## src/rtl/parallel_serializer.sv

```systemverilog
// -----------------------------------------------------------------------------
// parallel_serializer
//   Parallel-to-serial front end for a downstream serial shift register.
//   Takes a WIDTH-bit word over a valid/ready handshake and emits one bit per
//   CLK on Serial_out. Serial_out idles at 0 between frames because the
//   downstream register shifts on every edge.
//
//   Build option: define SERIALIZER_PARITY_EN to append one even-parity bit
//   after each word (frame = WIDTH+1 clocks). With the macro undefined there
//   is no parity state and no parity logic (frame = WIDTH clocks).
//
// Parameters
//   WIDTH       data bits per frame (2..16)
//   MSB_FIRST   1: Data_in[WIDTH-1] sent first, 0: Data_in[0] sent first
//
// Ports
//   CLK          in   rising-edge clock
//   Reset_n      in   asynchronous active-low reset
//   Data_in      in   parallel word, sampled only on a handshake
//   Data_valid   in   upstream has a word on Data_in
//   Data_ready   out  combinational; word accepted at this edge if Data_valid
//   Serial_out   out  registered serial bit
//   Frame_start  out  registered; high while Serial_out carries bit 0
//   Busy         out  registered; high while a frame is on Serial_out
//
// State table
//   state  | meaning
//   IDLE   | no frame, Serial_out held at 0, ready for a word
//   SHIFT  | data bit bit_cnt of shadow on Serial_out
//   PARITY | even parity of shadow on Serial_out (parity build only)
// -----------------------------------------------------------------------------
module parallel_serializer #(
  parameter int WIDTH     = 4,
  parameter bit MSB_FIRST = 1'b1
) (
  input  logic             CLK,
  input  logic             Reset_n,
  input  logic [WIDTH-1:0] Data_in,
  input  logic             Data_valid,
  output logic             Data_ready,
  output logic             Serial_out,
  output logic             Frame_start,
  output logic             Busy
);

  localparam int            CW   = (WIDTH > 1) ? $clog2(WIDTH) : 1;
  localparam logic [CW-1:0] LAST = CW'(WIDTH - 1);

`ifdef SERIALIZER_PARITY_EN
  typedef enum logic [1:0] {
    IDLE   = 2'd0,
    SHIFT  = 2'd1,
    PARITY = 2'd2
  } state_t;
`else
  typedef enum logic {
    IDLE  = 1'b0,
    SHIFT = 1'b1
  } state_t;
`endif

  state_t           state;
  logic [CW-1:0]    bit_cnt;
  logic [WIDTH-1:0] shadow;
  logic             last_bit;
  logic             xfer;

  // Bit k of the frame in transmit order.
  function automatic logic pick(input logic [WIDTH-1:0] w, input logic [CW-1:0] k);
    if (MSB_FIRST)
      return w[LAST - k];
    else
      return w[k];
  endfunction

  // Final bit cycle of a frame: a new word may be taken here so the next
  // frame follows without a gap bit.
`ifdef SERIALIZER_PARITY_EN
  assign last_bit = (state == PARITY);
`else
  assign last_bit = (state == SHIFT) && (bit_cnt == LAST);
`endif

  assign Data_ready = Reset_n && ((state == IDLE) || last_bit);
  assign xfer       = Data_valid && Data_ready;

  always_ff @(posedge CLK or negedge Reset_n) begin
    if (!Reset_n) begin
      state       <= IDLE;
      bit_cnt     <= '0;
      shadow      <= '0;
      Serial_out  <= 1'b0;
      Frame_start <= 1'b0;
      Busy        <= 1'b0;
    end else if (xfer) begin
      // Handshake only happens in IDLE or the last bit cycle, so a capture
      // always starts a fresh frame.
      state       <= SHIFT;
      bit_cnt     <= '0;
      shadow      <= Data_in;
      Serial_out  <= pick(Data_in, '0);
      Frame_start <= 1'b1;
      Busy        <= 1'b1;
    end else begin
      Frame_start <= 1'b0;
      case (state)
        IDLE: begin
          Serial_out <= 1'b0;
          Busy       <= 1'b0;
        end
        SHIFT: begin
          if (bit_cnt != LAST) begin
            bit_cnt    <= bit_cnt + CW'(1);
            Serial_out <= pick(shadow, bit_cnt + CW'(1));
          end else begin
`ifdef SERIALIZER_PARITY_EN
            state      <= PARITY;
            Serial_out <= ^shadow;
`else
            state      <= IDLE;
            bit_cnt    <= '0;
            Serial_out <= 1'b0;
            Busy       <= 1'b0;
`endif
          end
        end
        default: begin
          state      <= IDLE;
          bit_cnt    <= '0;
          Serial_out <= 1'b0;
          Busy       <= 1'b0;
        end
      endcase
    end
  end

endmodule

```

## config.mk

```make
export PLATFORM = sky130hd
export DESIGN_NAME = parallel_serializer
export DESIGN_NICKNAME = d
export VERILOG_FILES = /design/src/rtl/parallel_serializer.sv
export SDC_FILE = /design/constraint.sdc
export NUM_CORES = 1
export LEC_CHECK = 0
export CORE_AREA = 2 2 39 41
export DETAILED_ROUTE_END_ITERATION = 7
export DIE_AREA = 0 0 41 43
export DONT_BUFFER_PORTS = 1
export PLACE_DENSITY = 0.59
export SLEW_MARGIN = 20
export SYNTH_ARGS = -nofsm -noshare
export SYNTH_HDL_FRONTEND = slang
export SYNTH_SLANG_ARGS = --single-unit
```

## constraint.sdc

```tcl
create_clock -name CLK -period 1.8 [get_ports CLK]
set_input_delay 0.18 -clock CLK [delete_from_list [all_inputs] [get_ports CLK]]
set_output_delay 0.18 -clock CLK [all_outputs]
set_load 0.05 [all_outputs]
```

==> results of run 1 <==
state kept, by name, indices dropped and copies added (netlist names):
| name | cells |
|---|---|
| state | 1 |
| shadow | 4 |
| Serial_out | 1 |
| bit_cnt | 2 |
| Busy | 1 |
| Frame_start | 1 |
critical path, cell delays in order, from the launching register on:
cell and delay [ns]:
dfrtp_1 0.45, ha_1 0.18, nand2b_4 0.16, and2_1 0.45
what timing repair did:
| item | 4_1_cts | 5_1_grt |
|---|---|---|
| setup endpoints to repair | 0 | 0 |
| hold buffers | 1 | 0 |
| endpoints found under the hold margin | 10 | 0 |
cells by family (layout without fill, tap and decap cells):
group / count (synthesis) / after routing / synth area share, %
muxes: 7 / 7 / 20.2
AOI/OAI and AO/OA: 3 / 3 / 4.48
and+or+nand+nor: 8 / 8 / 14.3
DFF: 10 / 10 / 56.0
adders and majority gates: 1 / 1 / 2.80
buffers and inverters: 2 / 7 / 2.24
power by group through the flow:
| stage | Clock [µW] | Combinational, µW | Sequential (µW) |
|---|---|---|---|
| 2_1_floorplan | 0 | 309 | 480 |
| 3_3_place_gp | 0 | 341 | 495 |
| 3_5_place_dp | 0 | 346 | 501 |
| 4_1_cts | 207 | 355 | 496 |
| 5_1_grt | 224 | 382 | 511 |
| 6_report | 204 | 347 | 493 |
routing by layer:
metal | GRT usage, % | vias to the layer above
met4 | 6.00 | 0
met2 | 17.5 | 8
li1 | - | 120
met3 | 5.24 | 2
met5 | 0 | -
met1 | 11.1 | 120
worst paths after layout:
check | start | to | slack [ns] | depth (start not counted)
worst min register to register | shadow[1]$_DFFE_PN0P_ | shadow[1]$_DFFE_PN0P_ | 0.51 | 1
min in group asynchronous | Reset_n | bit_cnt[0]$_DFFE_PN0P_ | 0.28 | 1
worst max-delay path | bit_cnt[0]$_DFFE_PN0P_ | Data_ready | 0.11 | 3
worst min-delay path | Data_in[3] | Serial_out$_DFF_PN0_ | 0.04 | 1
max in group asynchronous | Reset_n | Serial_out$_DFF_PN0_ | 1.21 | 1
worst max register to register | bit_cnt[0]$_DFFE_PN0P_ | Serial_out$_DFF_PN0_ | 0.38 | 5
cells in the final DEF (no fill, tap or decap):
cell type and instances:
dlygate4sd3_1 1, a211o_1 1, o21ai_0 1, dfrtp_1 10, nor3b_1 1, nand2b_4 1, o22ai_1 1, nand2b_1 1
and2_1 1, nand2_1 1, mux2_4 4, inv_1 1, inv_4 1, clkbuf_8 1, ha_1 1, clkbuf_4 3
nor2_1 1, nand3_4 1, nor3_1 1, mux2i_1 3
cell type report:
cell class                 count  area share, %
timing repair buffer           1           1.95
sequential                    10           48.8
tap                           16           3.90
multi-input combinational     19           36.3
inverter                       2           1.95
clock buffer                   4           7.07
stage by stage:
step	instances	util (%)	hold WS (ns)	instance area [µm²]	total power, µW
after floorplan	31	-	-0.116	447	789
after global placement	47	33.7	-0.115	467	837
after detailed placement	47	33.7	-0.115	467	846
after CTS	52	37.1	0.0339	513	1060
after global routing	52	37.1	0.0274	513	1120
final	52	37.1	0.0383	513	1040
==> metrics.csv, run 1 <==
metric,value,unit
Layout fillers,139,
initial antenna violation count,0,
input/output buffers,0,
CP Launch Type,register,
CTS tree,yes,
"top cells by area, synth","dfrtp_1 56%, mux2_4 13%, mux2i_1 6.7%, nand3_4 3.9%, nand2b_4 3.1%",
Worst-path clk slew,0.07,ns
Synth Instances,31,
core area,1380,µm²
grt ovf,0,
Area growth syn-to-layout,14.8,%
synthesized area,447,µm²
# DRC,0,
Worst Max-Slew Pin Slew,0.487,ns
number of synthesized register bits,10,
Synth Area per Inst,14.4,µm²
Switching Power,400,µW
die area,1760,µm²
"Primary FF master, synth",dfrtp_1,
chip width,41,µm
"Slew Viols, Final",0,
total wire length,691,µm
required time worst endpoint,1.62,ns
worst skew pair latency,0.27,ns
Multi-input gate area,186,µm²
Root Driver,clkbuf_4,
highest layer used for signal routing,met4,
met2 WL post-DR,351,µm
Final Setup Violations,0,
HPWL Detailed,496,µm
vias per cell,4.81,
I/O pin count,11,
clock skew after layout,0.00620,ns
sequential share of the synthesized area,56.0,%
Clock Path Buffers,2,
crit path max fanout,7,
P_int,644,µW
signal arrival time at the worst endpoint,1.51,ns
HP Class,primary input to register,
metal3 WL,39,µm
die height,43,µm
antenna cells,0,
vias in the first global route,292,
Yosys warning count,0,
max frequency,593,MHz
largest net degree at the start of global routing,11,
maximum vdd ir drop,0.000550,V
TritonCTS buffer count,3,
routed len/inst,13.3,µm
"Net count, final",45,
routed vias,250,
total global-route track usage,11.0,%
Tmin final,1.69,ns
DRT iter0 DRCs,0,
critical path class,register to output port,
drt first pass iters,1,
post-CTS resize count,0,
register area,250,µm²
clock network power share,19.5,%
Rel. slew slack,67.8,%
pwr/cell area,2040,nW/µm²
status,"finished, final reports clean",
Final Hold Fails,0,
Yosys top cell area share,56.0,%
# clock sinks,10,
post-synth top area cell,dfrtp_1,
global-route wire length before repair,1250,µm
H-Tree Depth,1,
share of layout cells above drive strength 1,30.6,%
syn nets,39,
setup ws final,0.114,ns
Async SR Flop Fraction,100,%
setup TNS,0,ns
Flop pwr share,47.2,%
# rows,14,
dpl ws,0.380,ns
number of flops mapped to enable cells by yosys,0,
WL met1,281,µm
Initial Utilization,32.3,%
Leak Pwr,0.000243,µW
top-count cell post-synth,dfrtp_1,
switching share of power,38.3,%
unrepaired setup endpoints after global routing,false,
Post-DRT Antenna Nets,0,
crit end category,output port,
Yosys cell types,17,
most common library cells after synthesis,"10 x dfrtp_1, 4 x mux2_4, 3 x mux2i_1",
Placer Congestion,0.706,
final period utilization,93.7,%
Max Cap Viol,0,
Comb pwr share,33.3,%
Post-CTS Repair Setup Buffers,0,
No activity file was read; power rests on OpenSTA's default activity.
==> run 2, diff against run 1 <==
--- a/config.mk
+++ b/config.mk
@@ -9,6 +9,8 @@
 export DETAILED_ROUTE_END_ITERATION = 7
 export DIE_AREA = 0 0 41 43
 export DONT_BUFFER_PORTS = 1
+export GPL_ROUTABILITY_DRIVEN = 1
+export GPL_TIMING_DRIVEN = 0
 export PLACE_DENSITY = 0.59
 export SLEW_MARGIN = 20
 export SYNTH_ARGS = -nofsm -noshare
==> run 2 against run 1 <==
- global-route usage decreased by 0.21 points
- critical path depth unchanged
- utilization decreased by 0.99 points
- power decreased by 4.9%
- setup slack improved by 0.0022 ns
- critical path type unchanged
- fmax increased by 0.13%
- routed wire length increased by 4.2%
- non-clock buffer count unchanged
==> metrics.csv, run 2 (synthesis gave the netlist of run 1 again) <==
metric,value,unit
die area,1760,µm²
HP Class,primary input to register,
Initial Utilization,32.3,%
status,"finished, final reports clean",
r2r worst-path depth,5,
pwr/cell area,1990,nW/µm²
Final Setup Violations,0,
Area after DPL,467,µm²
# clock sinks,10,
# placed instances,47,
vias in the first global route,280,
# DRC,0,
grt ovf,0,
most frequent cells in the layout,"10 x dfrtp_1, 4 x mux2_4, 3 x mux2i_1, 3 x clkbuf_4",
maximum vdd ir drop,0.000671,V
Clock Path Buffers,2,
final period utilization,93.5,%
input/output buffers,0,
core area,1380,µm²
chip width,41,µm
"commonest non-fill, non-tap cell in the layout",dfrtp_1,
# rows,14,
drt first pass iters,2,
Final Hold Fails,0,
reg-to-reg setup timing slack,0.36,ns
"Net count, final",45,
CP Launch Type,register,
dpl ws,0.373,ns
die height,43,µm
crit end category,output port,
antenna cells,0,
total wire length,720,µm
Multi-input gate area,186,µm²
Top reg by flops,shadow,
reg-to-reg critical path endpoint,shadow[0]$_DFFE_PN0P_,
Area growth syn-to-layout,11.8,%
required time worst endpoint,1.62,ns
Post-DRT Antenna Nets,0,
routed len/inst,14.1,µm
FF-to-FF Start,bit_cnt[0]$_DFFE_PN0P_,
H-Tree Depth,1,
Worst-path clk slew,0.06,ns
"Slew Viols, Final",0,
DRT iter0 DRCs,1,
crit path max fanout,7,
Max Cap Viol,0,
worst skew pair latency,0.25,ns
largest net degree at the start of global routing,11,
Worst Max-Slew Pin Slew,0.487,ns
global-route wire length before repair,1220,µm
I/O pin count,11,
Util after Layout,36.1,%
share of layout cells above drive strength 1,28.6,%
"non-filler cells, final",51,
Crit. Startpoint,bit_cnt[0]$_DFFE_PN0P_,
Post-CTS Repair Setup Buffers,0,
TritonCTS buffer count,3,
cell area after layout,499,µm²
critical path class,register to output port,
setup TNS,0,ns
CTS tree,yes,
Layout fillers,136,
HPWL Detailed,503,µm
signal arrival time at the worst endpoint,1.50,ns
vias per cell,4.71,
Placer Congestion,0.725,
setup ws final,0.116,ns
Tmin final,1.68,ns
register area,250,µm²
initial antenna violation count,0,
clock skew after layout,0.000775,ns
total global-route track usage,10.8,%
top flop regs,"shadow (4), bit_cnt (2)",
Rel. slew slack,67.7,%
unrepaired setup endpoints after global routing,false,
Setup crit end,Data_ready,
routed vias,240,
Leak Pwr,0.000236,µW
Root Driver,clkbuf_4,
max FFs per register,4,
max frequency,594,MHz
[run 2: cell types whose count changed in the layout (fill, tap and decap cells not counted), sizes merged]
| cell | delta |
|---|---|
| clkbuf | -1 |
[run 2: per-layer routing]
metal,up-vias,GRT usage (%),wire length [µm]
li1,117,-,-
met1,118,13.7,324
met2,5,14.4,354
met3,0,5.24,40
met4,0,6.00,0
met5,-,0,0
[run 2: through the flow]
step / total power (µW) / hold slack (ns)
floorplan: 789 / -0.116
global placement: 832 / -0.115
detailed placement: 849 / -0.115
CTS: 1010 / 0.0445
global route: 1060 / 0.0399
finish: 993 / 0.0507
[run 2: worst min path at each step]
stage / from / to / slack [ns] / depth (start not counted)
global placement: Reset_n / Frame_start$_DFF_PN0_ / -0.12 / 0
detailed placement: Reset_n / Frame_start$_DFF_PN0_ / -0.12 / 0
floorplan: Reset_n / Busy$_DFFE_PN0P_ / -0.12 / 0
finish: Data_in[3] / Serial_out$_DFF_PN0_ / 0.05 / 1
CTS: Data_in[3] / Serial_out$_DFF_PN0_ / 0.04 / 1
global route: Data_in[3] / Serial_out$_DFF_PN0_ / 0.04 / 1
[run 2: worst max-delay path: stages (launching register included)]
cell and delay [ns]:
dfrtp_1 0.45, ha_1 0.18, nand2b_4 0.17, and2_1 0.45
[run 2: final cells by class]
cell class                      instances  area share, %
Sequential cell                        10           50.1
Multi-Input combinational cell         19           37.3
Clock buffer                            3           4.51
Tap cell                               16           4.01
Timing Repair Buffer                    1           2.01
Inverter                                2           2.01
[run 2: where the power goes]
part           switching (µW)  leakage (µW)  internal [µW]
registers                 165      0.000123            330
logic                     162     0.0000996            191
clock network            67.5     0.0000138           76.8
[run 2: repair_timing]
| item | CTS | global route |
|---|---|---|
| hold endpoints to repair | 10 | 0 |
| hold buffers | 1 | 0 |
| resized for setup | 0 | 0 |
